`src/rtl/seg_mux_display.sv`:
```
// seg_mux_display: time-multiplexed seven-segment driver for a common-anode
// display (active-low segments, decimal point and anodes). The shown value is
// taken from shadow registers captured by `load`; brightness is PWM within
// each digit slot, and one blank cycle at every digit change suppresses
// ghosting.
//
// Optional feature: define SEG_LZ_SUPPRESS_EN to blank leading zeros
// (digit 0 is never blanked). Without the macro every nibble is shown.
//
// Handshake: `load` is a plain one-cycle strobe with no ready; whatever is on
// value/dp at a clock edge with load=1 is captured, and reset wins over load.
module seg_mux_display #(
    parameter int DIGITS = 8,
    parameter int DIV    = 100000,
    parameter int DUTY_W = 4
) (
    input  logic                  CLK,
    input  logic                  reset,
    input  logic [4*DIGITS-1:0]   value,
    input  logic [DIGITS-1:0]     dp,
    input  logic                  load,
    input  logic [DUTY_W-1:0]     brightness,
    output logic [6:0]            SEG,
    output logic                  DP,
    output logic [DIGITS-1:0]     AN
);

    localparam int IDX_W = (DIGITS > 1) ? $clog2(DIGITS) : 1;
    localparam int CNT_W = $clog2(DIV);

    logic [4*DIGITS-1:0] sh_val;
    logic [DIGITS-1:0]   sh_dp;
    logic [CNT_W-1:0]    div_cnt;
    logic [IDX_W-1:0]    idx;
    logic [DUTY_W-1:0]   pwm;
    logic                blank;

    logic                tick;
    logic                lit;
    logic [3:0]          nibble;
    logic [6:0]          seg_next;
    logic [DIGITS-1:0]   an_next;

    // Standard active-low hex encoding, bit 6 = segment g, bit 0 = segment a.
    function automatic logic [6:0] hex7seg(input logic [3:0] n);
        case (n)
            4'h0: hex7seg = 7'b1000000;
            4'h1: hex7seg = 7'b1111001;
            4'h2: hex7seg = 7'b0100100;
            4'h3: hex7seg = 7'b0110000;
            4'h4: hex7seg = 7'b0011001;
            4'h5: hex7seg = 7'b0010010;
            4'h6: hex7seg = 7'b0000010;
            4'h7: hex7seg = 7'b1111000;
            4'h8: hex7seg = 7'b0000000;
            4'h9: hex7seg = 7'b0010000;
            4'hA: hex7seg = 7'b0001000;
            4'hB: hex7seg = 7'b0000011;
            4'hC: hex7seg = 7'b1000110;
            4'hD: hex7seg = 7'b0100001;
            4'hE: hex7seg = 7'b0000110;
            default: hex7seg = 7'b0001110;
        endcase
    endfunction

    assign tick   = (div_cnt == CNT_W'(DIV - 1));
    assign lit    = (brightness == '1) || (pwm < brightness);
    assign nibble = sh_val[4*idx +: 4];

    // Shadow registers: the scan only ever reads these, never value/dp.
    always_ff @(posedge CLK) begin
        if (reset) begin
            sh_val <= '0;
            sh_dp  <= '0;
        end else if (load) begin
            sh_val <= value;
            sh_dp  <= dp;
        end
    end

    // Slot divider, digit index with explicit wrap, and the blank flag.
    always_ff @(posedge CLK) begin
        if (reset) begin
            div_cnt <= '0;
            idx     <= '0;
            blank   <= 1'b1;
        end else begin
            blank <= tick;
            if (tick) begin
                div_cnt <= '0;
                idx     <= (idx == IDX_W'(DIGITS - 1)) ? '0 : idx + 1'b1;
            end else begin
                div_cnt <= div_cnt + 1'b1;
            end
        end
    end

    // PWM counter: restarts on tick and holds through the blank cycle, so the
    // first visible cycle of a slot sees pwm=0 and a digit is lit for exactly
    // `brightness` cycles; saturates at all-ones.
    always_ff @(posedge CLK) begin
        if (reset) begin
            pwm <= '0;
        end else if (tick) begin
            pwm <= '0;
        end else if (!blank && (pwm != '1)) begin
            pwm <= pwm + 1'b1;
        end
    end

`ifdef SEG_LZ_SUPPRESS_EN
    logic [DIGITS-1:0] upper_nz;

    // upper_nz[i] is set when any nibble from i up to the top is non-zero.
    always_comb begin
        logic acc;
        acc      = 1'b0;
        upper_nz = '0;
        for (int i = DIGITS - 1; i >= 0; i--) begin
            acc         = acc | (|sh_val[4*i +: 4]);
            upper_nz[i] = acc;
        end
    end

    // Segment pattern with leading-zero blanking; digit 0 always shows.
    always_comb begin
        seg_next = hex7seg(nibble);
        if ((idx != '0) && !upper_nz[idx])
            seg_next = 7'b1111111;
    end
`else
    // Segment pattern for the current digit.
    always_comb begin
        seg_next = hex7seg(nibble);
    end
`endif

    // Anode pattern: only the current digit, only when lit and not blanking.
    always_comb begin
        an_next = '1;
        if (lit && !blank)
            an_next[idx] = 1'b0;
    end

    // Registered pin outputs; SEG/DP keep following idx even when dark.
    always_ff @(posedge CLK) begin
        if (reset) begin
            SEG <= 7'b1111111;
            DP  <= 1'b1;
            AN  <= '1;
        end else begin
            SEG <= seg_next;
            DP  <= ~sh_dp[idx];
            AN  <= an_next;
        end
    end

endmodule

```
`config.mk`:
```
export PLATFORM = sky130hd
export DESIGN_NAME = seg_mux_display
export DESIGN_NICKNAME = d
export VERILOG_FILES = /design/src/rtl/seg_mux_display.sv
export SDC_FILE = /design/constraint.sdc
export NUM_CORES = 1
export LEC_CHECK = 0
export CAP_MARGIN = 10
export CORE_UTILIZATION = 58
export DETAILED_ROUTE_END_ITERATION = 10
export DONT_BUFFER_PORTS = 1
export GPL_TIMING_DRIVEN = 0
export PLACE_DENSITY_LB_ADDON = 0.15
export SYNTH_ARGS = -nofsm -noshare
export SYNTH_HDL_FRONTEND = slang
export SYNTH_SLANG_ARGS = --single-unit
export TNS_END_PERCENT = 5
```
`constraint.sdc`:
```
create_clock -name CLK -period 3.3 [get_ports CLK]
set_input_delay 0.825 -clock CLK [delete_from_list [all_inputs] [get_ports CLK]]
set_output_delay 0.825 -clock CLK [all_outputs]
set_load 0.02 [all_outputs]
```
# Word-level counts from Yosys, hierarchy flattened
# Memories as Yosys holds them, arrays and structs flattened. A register that Yosys moved wholly into a read port is not among the register bits.
# Cells that the tools add are included.
[op_classes]
n_addsub = 3
n_mul = 0
div = 0
magnitude_cmp = 3
n_eq_ne = 4
shift = 1
mux = 5
bitwise_logic = 3
reduce_logical = 7
[op_table]
columns = ["op", "count"]
rows = [
  ["32-bit by 6-bit indexed part select with 4-bit output", 1],
  ["17-bit by 1-bit adder with 17-bit output, second input constant", 1],
  ["17-bit equality test, second input constant", 1],
  ["8-bit inverter", 1],
  ["4-bit by 1-bit adder with 4-bit output, second input constant", 1],
  ["4-bit equality test, second input constant", 1],
  ["3-bit by 4-bit < comparator with 1-bit output, second input constant", 1],
  ["4-bit < comparator", 1],
  ["4-bit != test, second input constant", 1],
  ["2-bit OR reduction", 2],
  ["3-bit by 1-bit adder with 3-bit output, second input constant", 1],
  ["1-bit binary-select mux with 3-bit select", 1],
  ["1-bit demux with 3-bit select", 1],
  ["3-bit equality test, second input constant", 1],
  ["3-bit by 1-bit >= comparator with 1-bit output, second input constant", 1],
  ["1-bit logical AND", 3],
  ["3-bit two-way mux", 1],
  ["1-bit two-way mux", 2],
  ["1-bit inverter", 2],
  ["1-bit logical NOT", 1],
  ["1-bit logical OR", 1],
]
[word_totals]
regBits = 74
latch_bits = 0
mem_bits_rw = 0
mem_bits_ro = 112
in_bits = 47
wordCells = 35
memories = 1
[mem_list]
columns = ["memory", "depth", "word_bits", "read_ports", "rd_clocked_by_memory_dff", "wr", "line_no", "text"]
rows = [
  ["(no name shown)", 16, 7, 1, 1, 0, "46", "case (n)"],
]

# Depth between registers and ports, before layout
# Gate-level depths: netlist of the first run.
[logic_depth]
depth_word = 5
mapped_depth = 10
depth_no_buf = 8

# Least setup slack after synthesis of the first run
# No wires, ideal clock.
[synth_path]
kind = "reg-to-reg"
startpoint = "register idx[0]"
endpoint = "register SEG[5]"
setup_time_ns = 0.120
arrival_time_ns = 2.196
t_required_ns = 3.180
slack_ns = 0.985
path_stages_with_launch = 9
n_path_buf = 1
synth_period_minus_slack_ns = 2.315
path_cell_list = "dfxtp_1 buf_6 mux4_2 mux2i_2 inv_1 ha_1 and3_1 o21a_1 a211o_1"
[synth_via]
elab_chain_len = 1
[synth_rtl]
columns = ["element", "line_no", "text"]
rows = [
  ["from (decl)", "34", "logic [IDX_W-1:0] idx;"],
  ["from (signal assigned)", "91", "idx <= (idx == IDX_W'(DIGITS - 1)) ? '0 : idx + 1'b1;"],
  ["32-bit by 6-bit indexed part select with 4-bit output", "68", "assign nibble = sh_val[4*idx +: 4];"],
  ["to (decl)", "23", "output logic [6:0] SEG,"],
]
# Every way passes these cells.
# A chain may end at the register's enable or synchronous reset.

# Worst setup path in the final report of the first run
[layout_path]
startpoint = "register idx[0]"
endpoint = "register SEG[3]"
# Same word-level chain as after synthesis.

==> results.cfg, run 1 <==
[cts]
clk_path_buf_depth = 2
clk_pin_slew_ns = 0.09
cts_tree = yes
cts_buffers = 9
hold_buffers = 0
clock-sinks = 81
cts_resized = 0
cts_root_buf = clkbuf_8
post_cts_buffers = 0
htree_levels = 3
insertion_delay_ns = 0.35

[drt]
via_per_inst = 5.66
drtIter0Drc = 171
met3_length_um = 433
wl_mm = 7.07
route.detailed.drc = 0
wl_per_cell_um = 15.6
routed-via-count = 2570
detail-route-antenna-nets = 0
route.met2.wl_mm = 3.11
drt_first_pass_iters = 4
top_layer = met4
wl_met1_mm = 3.48

[sta]
worst_slack_ns = 0.587
fin_crit_sh_pct = 82.2
maxSlewViolCount = 0
setup_viol = 0
tightest_slew_ns = 0.856
fmax_mhz = 369
period_needed_ns = 2.71
fin_setup_tns_ns = 0
relSlewSlack_pct = 42.9
rsz0062_at_grt = no
fin_skew_ns = 0.00792
fin_hold_ws_ns = 0.488
hold_violations = 0

[floorplan]
coreArea_um2 = 5960
die_w_um = 80.9
ios = 63
die_area_um2 = 6540
initial_core_util_pct = 60.5
die_y_um = 80.9
row_count = 28

[power_and_ir_drop]
p_leak_nw = 1.66
p_per_area_nw_per_um2 = 515
vdd_ir_drop_max_mv = 0.393

[grt]
grt_pass1_vias = 2322
grt_remaining_overflow = 0
grt.total_usage_pct = 22.9
antenna_found_initial = 0
grt_pass1_wl_mm = 11.3
grt_start_max_net_pins = 14

[synthesis]
ys_ff_latch = 81
synth_area_leader_cell = dfxtp_1
ys_seq_area_share_pct = 45.0
synth_nets = 422
synth_top_cell_area_share_pct = 45.0
syn_inst = 363
synth_area_leaders = dfxtp_1 45%, mux2i_1 13%, nor2_1 7.2%
syn_area_per_cell_um2 = 9.93
ys_types = 50
synth_edf_count = 0
netlist_area_um2 = 3610
async_reset_ff_share_pct = 0
yosys_most_used_dff = dfxtp_1
yosysWarnings = 0

[worst_hold_path]
hp-class = flop to flop

[critical_path]
path_max_fanout = 10
path_class = flop to flop
cp_cell_sequence = buf_6, mux4_2, mux2i_2, inv_1, ha_1, and3_1, a2111oi_0, a31oi_1
required_ns = 3.53
critPathArrivalTime_ns = 2.94
crit_path_end_kind = flop
max_stage_delay_ns = 0.53
crit_slowest_cell = mux4_2
start_kind = flop

[status]
outcome = completed

[place]
routabilityCongestion = 0.838
dp_hpwl_mm = 5.15
io_buffers = 0
place_ws_ns = 0.636
placed_area_um2 = 3700

[layout]
fin_util_pct = 65.8
area_growth_pct = 8.74
drive_gt1_share_pct = 10.3
n_antenna_cell = 0
design_area_um2 = 3920
nets = 433

[run]
max_cap_violations = 0
[per-stage QoR]
step	cells	total power, W
after global routing	454	0.00209
after floorplan	363	0.00120
after global placement	438	0.00123
final	454	0.00202
after detailed placement	438	0.00124
after CTS	454	0.00203
[layout make-up]
type	instances	area, µm²
fill	503	2030
sequential	81	1620
clock inverter	4	76.3
multi-input combinational	253	1840
inverter	9	33.8
tap	75	93.8
clock buffer	12	145
buffer	20	106
[worst max-delay path, delay by kind of cell (launching register included)]
family	cells	cell delay, ns
AND/OR/NAND/NOR	1	0.17
buffers and inverters	2	0.35
adder cells (fa/ha/maj)	1	0.21
flip-flops	1	0.44
AO/OA/AOI/OAI	2	0.51
multiplexers	2	0.90
[cells in the final DEF (no fill, tap or decap), types with 5 or more instances in the layout]
cell type / Yosys / routed
dfxtp_1: 81 / 81
nor2_1: 69 / 69
mux2i_1: 48 / 48
nand2_1: 15 / 15
xor2_1: 14 / 14
ha_1: 12 / 12
clkbuf_1: 9 / 11
clkbuf_8: 0 / 10
inv_1: 9 / 9
nand4_1: 8 / 8
a21oi_1: 6 / 6
o2111ai_1: 6 / 6
and3_1: 6 / 6
nand3_1: 5 / 5
[power breakdown]
group          switching, W  internal [W]  leakage, nW
logic             0.0000831     0.0000694        0.884
registers         0.0000379       0.00102        0.665
clock network      0.000359      0.000449        0.107
total              0.000480       0.00154         1.66
[state kept, by name, indices dropped and copies added (netlist names)]
register / cells
sh_dp: 8
blank: 1
div_cnt: 17
SEG: 7
idx: 3
sh_val: 32
pwm: 4
AN: 8
DP: 1
[path summary, 6_finish.rpt]
kind | slack, ns | from | to | cells after the start
setup / recovery | 0.59 | idx[0]$_SDFFE_PP0P_ | SEG[3]$_SDFF_PP1_ | 8
hold / removal | 0.49 | div_cnt[0]$_SDFF_PP0_ | div_cnt[0]$_SDFF_PP0_ | 1
setup reg to reg | 0.59 | idx[0]$_SDFFE_PP0P_ | SEG[3]$_SDFF_PP1_ | 8
hold reg to reg | 0.49 | div_cnt[0]$_SDFF_PP0_ | div_cnt[0]$_SDFF_PP0_ | 1
[synthesized netlist by cell type (5+ instances only)]
cell / count
dfxtp_1: 81
o2111ai_1: 6
clkbuf_1: 9
nor2_1: 69
ha_1: 12
nand3_1: 5
xor2_1: 14
nand4_1: 8
a21oi_1: 6
nand2_1: 15
inv_1: 9
and3_1: 6
mux2i_1: 48
[logic make-up (layout without fill, tap and decap cells)]
group | count (synthesis) | after routing | share of synthesized area (%)
AOI/OAI and AO/OA | 41 | 41 | 8.78
xor gates and xnor gates | 18 | 18 | 4.37
adders and majority gates | 12 | 12 | 4.16
buffers and inverters | 29 | 45 | 3.89
DFF | 81 | 81 | 45.0
muxes | 58 | 58 | 18.1
and+or+nand+nor | 124 | 124 | 15.8
[metal layers]
metal / GRT usage, % / vias up
met2: 34.5 / 72
met3: 6.85 / 5
met4: 5.89 / 0
met1: 31.7 / 1196
li1: - / 1297
met5: 0 / -
Power figures use the tool's default switching activity.
==> inputs of run 2 (changes only) <==
Clock period 3.3 ns to 2.6 ns, I/O delays scaled along.
==> run 2 against run 1 <==
Effect of this change:
- global-route usage barely moved
- critical path type unchanged
- sequential power is 27% higher
- clock power rose by 26%
- hold slack worse by 0.037 ns
- sequential cell count stayed put
- total power grew 27%
==> results.cfg, run 2 (same netlist as run 1, synthesis figures left out) <==
[power_and_ir_drop]
pwr-share-seq_pct = 52.5
p_int_w = 0.00196
vdd_ir_drop_max_mv = 0.497
finalPower_w = 0.00256
power_switching_w = 0.000606
combPwrFrac_pct = 7.7
p_per_area_nw_per_um2 = 650
clock_power_share_pct = 39.8
swShare_pct = 23.6
p_leak_nw = 1.66

[grt]
grt_remaining_overflow = 0
grt_start_max_net_pins = 14
use_met1_pct = 31.8
grt_util_met2_pct = 34.5
grt_pass1_wl_mm = 11.3
busiest_layer = met2
grt_pass1_vias = 2324
grt.total_usage_pct = 22.9
antenna_found_initial = 0
grt_util_met3_pct = 6.85

[sta]
fin_setup_tns_ns = 0
tightest_slew_ns = 0.848
worst_slack_ns = 0.113
hold_violations = 0
fin_skew_ns = 0.00721
maxSlewViolCount = 0
period_needed_ns = 2.49
setup_viol = 0
rsz0062_at_grt = no
fmax_mhz = 402
relSlewSlack_pct = 43.5
fin_crit_sh_pct = 95.6

[worst_hold_path]
min_from = value[18]
hp-class = input pin to flop
whs_path_depth = 2
min_to = sh_val[18]$_SDFFE_PP0P_

[cts]
clk_path_buf_depth = 2
cts_tree = yes
cts_root_buf = clkbuf_8
clock-sinks = 81
cts_buffers = 9
hold_buffers = 0
insertion_delay_ns = 0.35
htree_levels = 3
clk_pin_slew_ns = 0.08

[layout]
nets = 433
fin_util_pct = 66.2
top_register = sh_val
final_cells = 454
n_antenna_cell = 0
top_regs = sh_val (32), div_cnt (17)
layout_common_cells = 80 x dfxtp_1, 69 x nor2_1, 48 x mux2i_1, 15 x nand2_1, 14 x xor2_1
largest_reg_flops = 32
fill_cells = 499
layout_commonest_cell = dfxtp_1
drive_gt1_share_pct = 11.1
area_growth_pct = 9.30

[drt]
wl_per_cell_um = 15.6
drtIter0Drc = 168
via_per_inst = 5.70
routed-via-count = 2589
route.detailed.drc = 0
detail-route-antenna-nets = 0
wl_mm = 7.09
drt_first_pass_iters = 4

[critical_path]
cp-startpoint = idx[0]$_SDFFE_PP0P_
cp_cell_sequence = buf_6, mux4_2, mux2i_4, inv_1, ha_1, and3_1, o21a_1, a211o_1
r2r-end = SEG[5]$_SDFF_PP1_
max_stage_delay_ns = 0.56
rr_worst_depth = 8
r2r-start = idx[0]$_SDFFE_PP0P_
crit_slowest_cell = mux4_2
required_ns = 2.84
path_class = flop to flop
start_kind = flop
path_max_fanout = 10
critPathArrivalTime_ns = 2.73
r2r_slack_ns = 0.11
crit_path_end_kind = flop

[place]
placed_cells = 438
io_buffers = 0
dp_hpwl_mm = 5.15
routabilityCongestion = 0.838
place_ws_ns = -0.0645

[floorplan]
coreArea_um2 = 5960
die_area_um2 = 6540
row_count = 28
die_w_um = 80.9
die_y_um = 80.9
ios = 63
initial_core_util_pct = 60.5

[run]
max_cap_violations = 0

[status]
outcome = completed
## run 2: changes by cell type in the layout (fill, tap and decap cells not counted)
cell	change
a2111oi_0	-1
a2111oi_2	+1
a21oi_1	-1
a21oi_2	+1
dfxtp_1	-1
dfxtp_2	+1
mux2i_2	-1
mux2i_4	+1
## run 2: power by group through the flow
| stage | Sequential [W] | Combinational (W) | Clock, W |
|---|---|---|---|
| global route | 0.00135 | 0.000221 | 0.00109 |
| global placement | 0.00137 | 0.000189 | 0 |
| floorplan | 0.00136 | 0.000160 | 0 |
| finish | 0.00135 | 0.000197 | 0.00102 |
| CTS | 0.00135 | 0.000196 | 0.00103 |
| detailed placement | 0.00137 | 0.000193 | 0 |
## run 2: layout make-up
class                      count  area, µm²  share of cell area, %
multi-input combinational    253       1860                   47.3
clock inverter                 4       76.3                   1.94
inverter                       9       33.8                  0.857
buffer                        20        106                   2.70
sequential                    81       1620                   41.2
tap                           75       93.8                   2.38
clock buffer                  12        145                   3.68
## run 2: worst max path at each step
stage	end	slack, ns
3_3_place_gp	SEG[3]$_SDFF_PP1_	-0.04
2_1_floorplan	SEG[5]$_SDFF_PP1_	0.28
5_1_grt	SEG[3]$_SDFF_PP1_	0.02
3_5_place_dp	SEG[3]$_SDFF_PP1_	-0.06
4_1_cts	SEG[3]$_SDFF_PP1_	0.03
6_report	SEG[5]$_SDFF_PP1_	0.11
## run 2: worst max-delay path, delay by kind of cell, from the launching register on
family / cells / cell delay, ns
multiplexers: 2 / 0.83
flip-flops: 1 / 0.40
AND/OR/NAND/NOR: 1 / 0.19
buffers and inverters: 2 / 0.31
AO/OA/AOI/OAI: 2 / 0.45
adder cells (fa/ha/maj): 1 / 0.20
## run 2: stage by stage
stage	hold slack (ns)	instance area, µm²
2_1_floorplan	0.438	3610
3_3_place_gp	0.463	3700
3_5_place_dp	0.474	3700
4_1_cts	0.446	3930
5_1_grt	0.439	3940
6_report	0.452	3940
## run 2: repair_timing
item / 4_1_cts / 5_1_grt
gates cloned: 0 / 0
buffers inserted: 0 / 0
resized for setup: 2 / 3
setup endpoints to repair: 3 / 3
endpoints found under the hold margin: 0 / 0
## run 2: routing by layer
layer,vias up,routed length [µm]
met5,-,0
met4,0,82
met3,8,386
met2,65,3180
met1,1214,3440
li1,1302,-
==> inputs of run 3 (changes only) <==
--- a/config.mk
+++ b/config.mk
@@ -6,5 +6,4 @@
 export NUM_CORES = 1
 export LEC_CHECK = 0
-export CAP_MARGIN = 10
 export CORE_UTILIZATION = 58
 export DETAILED_ROUTE_END_ITERATION = 10
==> constraint.sdc (replaced) <==
create_clock -name CLK -period 2.6 [get_ports CLK]
set_input_delay 0.65 -clock CLK [delete_from_list [all_inputs] [get_ports CLK]]
set_output_delay 0.65 -clock CLK [all_outputs]
set_load 0.05 [all_outputs]
==> results of run 3 <==
The final DEF is identical to that of run 2. Status: completed.
Among the figures that moved: total power 0.00256 W -> 0.00259 W
